===== src/rtl/lc3_mem_arbiter_pkg.sv =====
// Shared LC-3 types: control FSM state encoding plus the memory arbiter's states and owner tag.
// Arbiter states are plain constants so legacy code can compare against raw 2-bit values.
package lc3Pkg;

   typedef logic [5:0] ControlStates;

   typedef logic [1:0] ArbStates;
   localparam ArbStates ARB_IDLE  = 2'd0;
   localparam ArbStates ARB_ISSUE = 2'd1;
   localparam ArbStates ARB_WAIT  = 2'd2;
   localparam ArbStates ARB_DONE  = 2'd3;

   typedef enum logic {
      OWN_CPU = 1'b0,
      OWN_DMA = 1'b1
   } Owner;

endpackage


===== src/rtl/lc3_mem_arbiter_rr_pick.sv =====
// Two-input round-robin picker; winner is combinational, last-grant register advances on upd.
// Last grant resets to DMA so the CPU takes the first tie.
module lc3_rr_pick
   import lc3Pkg::*;
(
   input  logic clk,
   input  logic rst,
   input  logic req_cpu,
   input  logic req_dma,
   input  logic upd,
   output logic winner
);

   Owner last_q, last_d;
   Owner win;

   always_comb begin
      win = OWN_CPU;
      if (req_cpu && req_dma) begin
         win = (last_q == OWN_CPU) ? OWN_DMA : OWN_CPU;
      end else if (req_dma) begin
         win = OWN_DMA;
      end
      last_d = upd ? win : last_q;
   end

   always_ff @(posedge clk) begin
      if (rst) begin
         last_q <= OWN_DMA;
      end else begin
         last_q <= last_d;
      end
   end

   assign winner = (win == OWN_DMA);

endmodule


===== src/rtl/lc3_mem_arbiter.sv =====
// Single-port memory shared between the CPU port and a DMA master, one access at a time.
// Ack lands MEM_LAT+1 cycles after the request is seen in IDLE; rdata is passed through in the ack cycle.
module lc3_mem_arbiter
   import lc3Pkg::*;
#(
   parameter int ADDR_W  = 16,
   parameter int DATA_W  = 16,
   parameter int MEM_LAT = 1
) (
   input  logic              clk,
   input  logic              rst,
   input  logic              cpu_req,
   input  logic              cpu_we,
   input  logic [ADDR_W-1:0] cpu_addr,
   input  logic [DATA_W-1:0] cpu_wdata,
   output logic              cpu_ack,
   output logic [DATA_W-1:0] cpu_rdata,
   input  logic              dma_req,
   input  logic              dma_we,
   input  logic [ADDR_W-1:0] dma_addr,
   input  logic [DATA_W-1:0] dma_wdata,
   output logic              dma_ack,
   output logic [DATA_W-1:0] dma_rdata,
   output logic              mem_en,
   output logic              mem_we,
   output logic [ADDR_W-1:0] mem_addr,
   output logic [DATA_W-1:0] mem_wdata,
   input  logic [DATA_W-1:0] mem_rdata,
   output logic              busy
);

   localparam int CNT_W = $clog2(MEM_LAT + 1);

   ArbStates          state_q, state_d;
   Owner              owner_q, owner_d;
   logic [CNT_W-1:0]  cnt_q, cnt_d;
   logic              mem_we_q, mem_we_d;
   logic [ADDR_W-1:0] mem_addr_q, mem_addr_d;
   logic [DATA_W-1:0] mem_wdata_q, mem_wdata_d;
   logic [DATA_W-1:0] cpu_rdata_q, cpu_rdata_d;
   logic [DATA_W-1:0] dma_rdata_q, dma_rdata_d;
   logic              grant;
   logic              pick_dma;
   logic              rd_done_cpu;
   logic              rd_done_dma;

   assign grant = (state_q == ARB_IDLE) && (cpu_req || dma_req);

   lc3_rr_pick u_pick (
      .clk     (clk),
      .rst     (rst),
      .req_cpu (cpu_req),
      .req_dma (dma_req),
      .upd     (grant),
      .winner  (pick_dma)
   );

   assign rd_done_cpu = (state_q == ARB_DONE) && (owner_q == OWN_CPU) && !mem_we_q;
   assign rd_done_dma = (state_q == ARB_DONE) && (owner_q == OWN_DMA) && !mem_we_q;

   always_comb begin
      state_d     = state_q;
      owner_d     = owner_q;
      cnt_d       = cnt_q;
      mem_we_d    = mem_we_q;
      mem_addr_d  = mem_addr_q;
      mem_wdata_d = mem_wdata_q;
      cpu_rdata_d = cpu_rdata_q;
      dma_rdata_d = dma_rdata_q;
      case (state_q)
         ARB_IDLE: begin
            // The mem_* registers double as the latched request, so later input changes cannot leak in.
            if (grant) begin
               state_d     = ARB_ISSUE;
               owner_d     = pick_dma ? OWN_DMA : OWN_CPU;
               mem_we_d    = pick_dma ? dma_we    : cpu_we;
               mem_addr_d  = pick_dma ? dma_addr  : cpu_addr;
               mem_wdata_d = pick_dma ? dma_wdata : cpu_wdata;
            end
         end
         ARB_ISSUE: begin
            if (MEM_LAT > 1) begin
               state_d = ARB_WAIT;
               cnt_d   = CNT_W'(MEM_LAT - 1);
            end else begin
               state_d = ARB_DONE;
            end
         end
         ARB_WAIT: begin
            if (cnt_q == CNT_W'(1)) begin
               state_d = ARB_DONE;
            end else begin
               cnt_d = cnt_q - 1'b1;
            end
         end
         ARB_DONE: begin
            state_d = ARB_IDLE;
            if (rd_done_cpu) cpu_rdata_d = mem_rdata;
            if (rd_done_dma) dma_rdata_d = mem_rdata;
         end
         default: state_d = ARB_IDLE;
      endcase
   end

   always_ff @(posedge clk) begin
      if (rst) begin
         state_q     <= ARB_IDLE;
         owner_q     <= OWN_CPU;
         cnt_q       <= '0;
         mem_we_q    <= 1'b0;
         mem_addr_q  <= '0;
         mem_wdata_q <= '0;
         cpu_rdata_q <= '0;
         dma_rdata_q <= '0;
      end else begin
         state_q     <= state_d;
         owner_q     <= owner_d;
         cnt_q       <= cnt_d;
         mem_we_q    <= mem_we_d;
         mem_addr_q  <= mem_addr_d;
         mem_wdata_q <= mem_wdata_d;
         cpu_rdata_q <= cpu_rdata_d;
         dma_rdata_q <= dma_rdata_d;
      end
   end

   assign mem_en    = (state_q == ARB_ISSUE);
   assign mem_we    = mem_we_q;
   assign mem_addr  = mem_addr_q;
   assign mem_wdata = mem_wdata_q;
   assign busy      = (state_q != ARB_IDLE);
   assign cpu_ack   = (state_q == ARB_DONE) && (owner_q == OWN_CPU);
   assign dma_ack   = (state_q == ARB_DONE) && (owner_q == OWN_DMA);
   assign cpu_rdata = rd_done_cpu ? mem_rdata : cpu_rdata_q;
   assign dma_rdata = rd_done_dma ? mem_rdata : dma_rdata_q;

endmodule


===== config.mk =====
export PLATFORM = sky130hd
export DESIGN_NAME = lc3_mem_arbiter
export DESIGN_NICKNAME = d
export VERILOG_FILES = /design/src/rtl/lc3_mem_arbiter_pkg.sv /design/src/rtl/lc3_mem_arbiter_rr_pick.sv /design/src/rtl/lc3_mem_arbiter.sv
export SDC_FILE = /design/constraint.sdc
export NUM_CORES = 1
export LEC_CHECK = 0
export BUFFER_PORTS_ARGS = -buffer_cell sky130_fd_sc_hd__buf_4
export CORE_MARGIN = 2
export CORE_UTILIZATION = 35
export CTS_CLUSTER_DIAMETER = 40
export DETAILED_ROUTE_END_ITERATION = 10
export GPL_ROUTABILITY_DRIVEN = 0
export GPL_TIMING_DRIVEN = 0
export PLACE_DENSITY = 0.69
export SYNTH_ARGS = -nofsm -noshare
export SYNTH_HDL_FRONTEND = slang
export SYNTH_SLANG_ARGS = --single-unit

===== constraint.sdc =====
create_clock -name clk -period 2.3 [get_ports clk]
set_input_delay 0.69 -clock clk [delete_from_list [all_inputs] [get_ports clk]]
set_output_delay 0.69 -clock clk [all_outputs]
set_load 0.01 [all_outputs]

After elaboration in Yosys (flattened, before gate mapping). Cells that the tools add are included.

Input port bits: 86. Bits in latches: 0. Register bits: 70. Word-level logic and storage cells: 41. Memories: 0. Output and inout bits: 69. Bits in writable memories: 0. ROM bits: 0.

Shifts and indexed selects: 0. Divide/modulo/power cells: 0. Bitwise logic cells: 1. $mul: 0. Order comparisons: 0. Multiplexer cells: 13. Equality and inequality tests: 5. Reductions and logical operators: 12. $add $sub $neg: 1.

Operators with widths (number): two-way mux 16 bit (4); one-hot mux 2 bit (4 select lines) (1); logical AND 1 bit (6); two-way mux 1 bit (6); equality test 2 bit (second input constant) (2); two-way mux 2 bit (2); AND reduction 2 bit (2); equality test 2 x 1 -> 1 bit (second input constant) (1); logical NOT 2 bit (1); != test 2 x 1 -> 1 bit (second input constant) (1); != test 2 bit (second input constant) (1); nonzero test 2 bit (1); logical NOT 1 bit (1); logical OR 1 bit (1); inverter 1 bit (1); subtractor 1 bit (second input constant) (1).

Longest topological paths before layout. Gate-level depths: netlist (run 1).

Word-level depth: 4. Depth in mapped cells: 6. Gate-level depth less buffers: 5.

Cells and area by module. Synthesis (run 1) repeated with hierarchy kept, for this count alone.

Cell total of the unflattened synthesis: 281. Area total of the unflattened synthesis: 2995.4 um^2.

Modules (own cells, without submodules): lc3_mem_arbiter (cells an instance 277, sequential area each 1381.3 um^2, instances 1, area an instance 2952.8 um^2); lc3_rr_pick (cells an instance 4, sequential area each 20.0 um^2, instances 1, area an instance 42.5 um^2).

Worst setup path after synthesis (run 1). Ideal clock, no wire load.

Path type: reg-to-output. From: register state_q[1]. To: output port cpu_rdata[0]. Path slack: 0.161 ns. Required time: 1.610 ns. Stages on the path, launching flop included: 5. Buffers on the path: 1. Data arrival time: 1.449 ns. Cell sequence: dfxtp_1 ha_1 nor3b_4 buf_6 mux2_4.

Cells in the longest elaborated chain, start to end: 4.

Ends and longest elaborated chain: start: declaration (RTL line lc3_mem_arbiter.sv:34) `ArbStates state_q, state_d;`; start signal: assignment (RTL line lc3_mem_arbiter.sv:116) `state_q <= state_d;`; equality test 2 bit (RTL line lc3_mem_arbiter.sv:58) `assign rd_done_cpu = (state_q == ARB_DONE) && (owner_q == OWN_CPU) && !mem_we_q;`; logical AND 1 bit (2 in series) (RTL line lc3_mem_arbiter.sv:58); two-way mux 16 bit; end: declaration (RTL line lc3_mem_arbiter.sv:17) `output logic [DATA_W-1:0] cpu_rdata,`.

No other way between the ends.

Worst setup path in the final report (run 1).
From: register state_q[0]. To: output port cpu_rdata[10].

Same word-level chain as after synthesis.

==> results.py, run 1 <==
metrics = {
    "routing": {
        "avgViaCountPerCell": 4.826,
        "drt_drc_violations_left": 0,
        "wl_mm": 9.235,
        "vias": 2934,
        "detail_route.wl_per_cell_um": 15.19,
        "drt_iter0_markers": 66,
        "ant_nets": 0,
        "drtPass1Iterations": 4,
    },
    "power": {
        "ir_drop_v": 0.0004563,
        "leakage_nw": 2.301,
        "powerDensity_nw_per_um2": 942.0,
    },
    "logic_synthesis": {
        "yosysTopAreaCell": "dfxtp_1",
        "synth_top_cells_by_area": "dfxtp_1, mux2_2, a211oi_1, nor2b_1, a21oi_1",
        "yosysSeqAreaShare_pct": 46.71,
        "yosys_warnings": 0,
        "synth_top_area_share_pct": 46.71,
        "yosys_register_bits": 70,
        "yosysUniqueCellTypes": 27,
        "avgSynthCellArea_um2": 9.376,
        "synthCells": 320,
        "syn_nets": 410,
        "syn_area_um2": 3000,
    },
    "worst_setup_path": {
        "worstRegToRegCells": 7,
        "arrival_ns": 1.79,
        "required_ns": 1.61,
        "cp-start-kind": "register",
        "critPathKind": "reg2out",
        "r2r-start": "state_q[0]",
        "cp_slowest_cell": "dfxtp_4",
        "crit_chain": "ha_4, nor3b_4, buf_6, mux2_4, buf_6",
        "r2r_end": "mem_addr[9]",
        "critPathMaxStageDelay_ns": 0.36,
        "path_max_fanout": 6,
        "cp-end-kind": "output pin",
        "worst_path_most_repeated_cell": "buf_6",
        "r2r_slack_ns": 0.36,
    },
    "floorplanning": {
        "dieArea_um2": 9329,
        "fp.dieH_um": 96.59,
        "fp.dieW_um": 96.59,
        "core_area_um2": 8258,
        "num_rows": 33,
        "io_pins": 155,
        "start_util_pct": 36.33,
    },
    "sta": {
        "rsz0062_at_grt": "yes",
        "maxSlewHeadroom_pct": 66.17,
        "fin_tns_setup_ns": -3.734,
        "clock_skew_ns": 0.007370,
        "fin_crit_ns": 2.479,
        "fmaxAchievable_ghz": 0.4035,
        "tightest_slew_ns": 0.5075,
        "fin_ws_ns": -0.1786,
        "setup_violations": 29,
        "hold-worst-slack_ns": 0.4810,
        "fin_crit_sh_pct": 107.8,
        "final-max-slew-violation-count": 0,
        "hold_viol_final": 0,
    },
    "placed_design": {
        "numPortBuffers": 152,
        "place_hpwl_mm": 6.606,
        "dpl_cell_area_um2": 4273,
    },
    "clocking": {
        "root_buffer": "clkbuf_8",
        "cts.sink_count": 70,
        "numCtsBuffers": 9,
        "cts_tree": "done",
        "cts_hold_buffers": 0,
        "h-tree-depth": 3,
        "clock_latency_ns": 0.34,
        "cts.clk_slew.worst_paths_ns": 0.08,
        "cts_buffer_depth": 2,
    },
    "global_routing": {
        "grt_max_degree": 12,
        "grt_pass1_wl_mm": 13.92,
        "grt_pass1_vias": 2878,
        "overflow": 0,
        "use_met1_pct": 21.66,
        "gr-usage-met3_pct": 7.448,
        "busiest_layer": "met2",
        "grt_util_met2_pct": 34.55,
        "grt_usage_pct": 19.79,
        "antenna_found_initial": 0,
    },
    "hold_path": {
        "min_from": "cnt_q",
        "whs_path_depth": 2,
        "hp-class": "reg2reg",
        "hold-path-endpoint": "cnt_q",
    },
    "layout": {
        "fin_area_um2": 4817,
        "nNetsFinal": 588,
        "syn2layout_area_growth_pct": 60.55,
        "diodes": 0,
        "drive_gt1_share_pct": 46.32,
    },
    "flow_run": {
        "maxCapViolations": 0,
    },
    "status": {
        "violations": "setup timing",
        "outcome": "finished with violations",
    },
}
-- timing repair --
| action | CTS | global route |
|---|---|---|
| pin swaps | 1 | 1 |
| resized for setup | 50 | 1 |
| setup endpoints to repair | 32 | 32 |
| setup buffers | 10 | 3 |
| cloned | 2 | 0 |
-- flip-flops by register name, summed over array words and instances (netlist names) --
register and cells:
mem_addr 16, dma_rdata_q 16, u_pick.last_q 1, mem_we 1, mem_wdata 16, state_q 2, cpu_rdata_q 16, owner_q 1
cnt_q 1
-- layout make-up --
class / count / area (µm²)
clock buffer: 12 / 145.1
fill: 772 / 3441
inverter: 4 / 15.01
tap: 105 / 131.4
sequential: 70 / 1410
clock inverter: 4 / 70.07
buffer: 24 / 118.9
timing repair buffer: 167 / 1395
multi-input combinational: 222 / 1531
-- layer usage --
layer  wire, µm  vias up
li1           -     1446
met1       3710     1363
met2       4478      116
met3        943        9
met4        102        0
met5          0        -
-- cells by family (layout without fill, tap and decap cells) --
kind of cell               after synthesis  in the layout  share of synthesized area, %
DFF                                     70             70                         46.71
adders and majority gates                4              4                         1.668
buffers and inverters                   28            211                         4.212
muxes                                   34             34                         13.97
and+or+nand+nor                        110            110                         17.60
AOI/OAI and AO/OA                       74             74                         15.85
-- worst max-delay path: cells and delay by family (launching register included) --
family,cells,cell delay (ns)
mux,1,0.32
buf+inv,2,0.33
simple gates,1,0.28
fa+ha+maj,1,0.17
flops,1,0.36
-- how the worst max path moves through the flow --
stage	start	endpoint	slack, ns	depth (start not counted)
3_5_place_dp	state_q[1]	cpu_rdata[0]	-0.24	5
5_1_grt	state_q[0]	cpu_rdata[7]	-0.28	5
4_1_cts	state_q[1]	cpu_rdata[9]	-0.24	5
6_report	state_q[0]	cpu_rdata[10]	-0.18	5
3_3_place_gp	state_q[1]	cpu_rdata[0]	-0.19	5
2_1_floorplan	state_q[1]	cpu_rdata[0]	0.16	4
-- metrics by stage --
step	std cells	utilization (%)	total power (W)	worst slack, ns
finish	608	58.33	0.004538	-0.1786
global route	608	58.33	0.004841	-0.2755
CTS	605	58.02	0.004562	-0.2410
detailed placement	577	51.74	0.003303	-0.2447
global placement	577	51.74	0.003273	-0.1864
floorplan	320	-	0.002558	0.1609
-- Yosys cell counts --
cell	number
dfxtp_1	70
nor2_1	38
a21oi_1	34
a211oi_1	33
nand2_1	33
nor2b_1	33
mux2_2	23
clkbuf_1	14
mux2_4	10
buf_2	8
ha_1	4
inv_1	4
nand2b_1	2
a21bo_2	1
a21boi_2	1
a22oi_1	1
a31oi_1	1
and2_1	1
buf_4	1
buf_6	1
mux2i_1	1
nand3b_2	1
nor3b_4	1
o21a_1	1
o21ai_1	1
o32a_1	1
or2_2	1
-- where the power goes --
part	switching, W	total, W	internal, W
clock	0.000452	0.00109	0.000638
combinational	0.000888	0.00184	0.000955
sequential	0.000140	0.00161	0.00147
-- cells in the final DEF, fill, tap and decap left out, types with 16 or more instances in the layout --
| master | netlist | routed |
|---|---|---|
| buf_4 | 1 | 136 |
| dfxtp_1 | 70 | 67 |
| buf_6 | 1 | 30 |
| clkbuf_1 | 14 | 16 |
| nor2b_1 | 33 | 33 |
| a21oi_1 | 34 | 34 |
| mux2_4 | 10 | 20 |
| nor2_1 | 38 | 38 |
| nand2_1 | 33 | 33 |
| a211oi_1 | 33 | 33 |
Note: power is estimated with default switching activity, not from simulation.
==> run 2: changes to the inputs <==
ABC_AREA = 1   (was not set)
PLACE_DENSITY = not set   (was 0.69)
PLACE_DENSITY_LB_ADDON = 0.25   (was not set)
clock period = 2.2 ns   (was 2.3 ns; I/O delays follow)
==> run 2 against run 1 <==
  * Clock power increased by 6%
  * Clock skew increased by 0.0053 ns
  * Largest cell class is now buffers
  * Clock-buffer cell count decreased by 2
  * Sequential power increased by 6%
  * Design area increased by 32%
  * The flow still finishes with violations (setup timing)
  * Synthesized cell count increased by 75%
==> results.py, run 2 <==
metrics = {
    "worst_setup_path": {
        "cp-end-kind": "register",
        "r2r-start": "state_q[0]",
        "r2r_slack_ns": -0.19,
        "r2r_end": "cpu_rdata_q[10]",
        "required_ns": 2.47,
        "critPathKind": "reg2reg",
        "worstRegToRegCells": 17,
        "arrival_ns": 2.66,
        "cp-start-kind": "register",
        "path_max_fanout": 4,
    },
    "floorplanning": {
        "core_area_um2": 10140,
        "io_pins": 155,
        "num_rows": 37,
        "fp.dieH_um": 105.5,
        "dieArea_um2": 11120,
        "fp.dieW_um": 105.5,
        "start_util_pct": 35.53,
    },
    "logic_synthesis": {
        "avgSynthCellArea_um2": 6.444,
        "yosysSeqAreaShare_pct": 38.90,
        "synth-edff-count": 0,
        "yosysUniqueCellTypes": 21,
        "synth_top_cells_by_area": "dfxtp_1, nor2_1, nand2_1, inv_1, o21ai_2",
        "syn_area_um2": 3602,
        "ys_top_cells_by_count": "nor2_1, nand2_1, inv_1",
        "syn_nets": 649,
        "async_flop_share_pct": 0,
        "synthFlopType": "dfxtp_1",
        "synthCells": 559,
        "yosysMostFrequentCell": "nor2_1",
        "synth_top_area_share_pct": 38.90,
        "yosysTopAreaCell": "dfxtp_1",
        "yosys_register_bits": 70,
        "yosys_warnings": 0,
    },
    "routing": {
        "detail_route.wl_per_cell_um": 13.64,
        "drtPass1Iterations": 4,
        "wl_mm": 13.20,
        "vias": 4272,
        "avgViaCountPerCell": 4.413,
        "drt_iter0_markers": 181,
        "ant_nets": 0,
        "drt_drc_violations_left": 0,
    },
    "sta": {
        "setup_violations": 38,
        "clock_skew_ns": 0.01271,
        "tightest_slew_ns": 0.6645,
        "fmaxAchievable_ghz": 0.4178,
        "fin_crit_ns": 2.394,
        "hold_viol_final": 0,
        "fin_ws_ns": -0.1937,
        "rsz0062_at_grt": "yes",
        "maxSlewHeadroom_pct": 55.70,
        "final-max-slew-violation-count": 0,
        "fin_crit_sh_pct": 108.8,
    },
    "clocking": {
        "numCtsBuffers": 9,
        "cts_buffer_depth": 2,
        "root_buffer": "clkbuf_8",
        "h-tree-depth": 3,
        "clock_latency_ns": 0.35,
        "cts.clk_slew.worst_paths_ns": 0.08,
        "cts.sink_count": 70,
        "cts_tree": "done",
    },
    "placed_design": {
        "dpl_cell_area_um2": 4921,
        "place_ws_ns": 0.03553,
        "place_hpwl_mm": 7.129,
        "numPortBuffers": 153,
    },
    "hold_path": {
        "whs_path_depth": 2,
        "hold-path-endpoint": "u_pick.last_q",
        "min_from": "u_pick.last_q",
        "hp-class": "reg2reg",
    },
    "layout": {
        "nNetsFinal": 917,
        "diodes": 0,
        "layout_common_cells": "buf_4, nor2_1, inv_1",
        "final_common_cell": "buf_4",
        "fin_area_um2": 6375,
        "drive_gt1_share_pct": 49.76,
        "syn2layout_area_growth_pct": 76.97,
    },
    "status": {
        "outcome": "finished with violations",
        "violations": "setup timing",
    },
    "global_routing": {
        "antenna_found_initial": 0,
        "grt_pass1_wl_mm": 19.46,
        "overflow": 0,
        "grt_max_degree": 13,
        "grt_usage_pct": 21.86,
        "grt_pass1_vias": 4177,
    },
    "power": {
        "powerDensity_nw_per_um2": 1043,
        "ir_drop_v": 0.0004294,
        "leakage_nw": 3.607,
    },
    "flow_run": {
        "maxCapViolations": 0,
    },
}
==> run 2: cell types whose count changed after synthesis, moves of 15 or more <==
| cell | delta |
|---|---|
| nor2_1 | +89 |
| o21ai_2 | +16 |
| nand2_1 | +92 |
| a21oi_1 | -31 |
| a211oi_1 | -33 |
| mux2_2 | -23 |
| inv_1 | +116 |
| nor2b_1 | -33 |
| o21ai_0 | +21 |
| nand2_2 | +15 |
==> run 2: metal layers <==
metal,vias to the layer above,track usage [%],wire [µm]
met5,-,0,0
met4,0,10.95,502
met3,42,6.308,923
met2,172,38.53,6637
met1,1913,23.78,5138
li1,2145,-,-
==> run 2: report_power, final <==
group	switching (W)	internal, W	leakage, nW
Sequential	0.000149	0.00155	0.575
Clock	0.000509	0.000637	0.106
Combinational	0.00173	0.00207	2.93
Total	0.00239	0.00426	3.61
==> run 2: worst max path at each step <==
stage | from | slack [ns] | to | cells past startpoint
after floorplan | state_q[0] | 0.30 | cpu_rdata[0] | 8
after global placement | state_q[0] | 0.06 | cpu_rdata[1] | 8
after detailed placement | state_q[0] | 0.04 | cpu_rdata[2] | 8
after CTS | state_q[1] | -0.09 | cpu_rdata[7] | 8
after global routing | state_q[0] | -0.26 | cpu_rdata_q[10] | 17
final | state_q[0] | -0.19 | cpu_rdata_q[10] | 17
==> run 2: cell type report <==
cell class                      instances  area, µm²
Buffer                                 26      234.0
Clock buffer                           10      127.6
Clock inverter                          6      86.33
Fill cell                             822       3764
Inverter                              122      461.7
Multi-Input combinational cell        341       1833
Sequential cell                        70       1406
Tap cell                              136      170.2
Timing Repair Buffer                  257       2056
==> run 2: worst max-delay path, stage by stage, from the launching register on <==
cell     delay [ns]
dfxtp_2        0.36
ha_4           0.16
inv_4          0.05
nor2_4         0.12
nand2_4        0.10
buf_4          0.17
nand2_2        0.06
nand2_2        0.06
buf_4          0.14
buf_4          0.12
buf_4          0.12
buf_4          0.12
buf_4          0.12
buf_4          0.12
buf_4          0.12
buf_4          0.12
buf_4          0.12
nor2_1         0.12
==> run 2: logic make-up (layout without fill, tap and decap cells) <==
logic type	Yosys count	count (layout)	share of synthesized area, %
adders and majority gates	4	4	1.389
buffers and inverters	148	421	18.44
AOI/OAI and AO/OA	53	53	9.031
DFF	70	70	38.90
and+or+nand+nor	284	284	32.23
==> run 2: repair_timing <==
item,CTS,global route
setup endpoints to repair,32,42
gates resized for setup,68,73
cloned,1,1
hold buffers,0,0
setup buffers,103,5
pin swaps,22,18
==> run 2: through the flow <==
stage	instances	hold WS [ns]	total power (W)	util, %	setup TNS [ns]
detailed placement	848	0.4518	0.003795	48.54	0
CTS	968	0.4703	0.006155	60.03	-2.445
global placement	848	0.4386	0.003758	48.54	0
finish	968	0.4723	0.006651	62.88	-3.469
floorplan	559	0.4287	0.002899	-	0
global route	968	0.4962	0.007042	62.88	-6.607
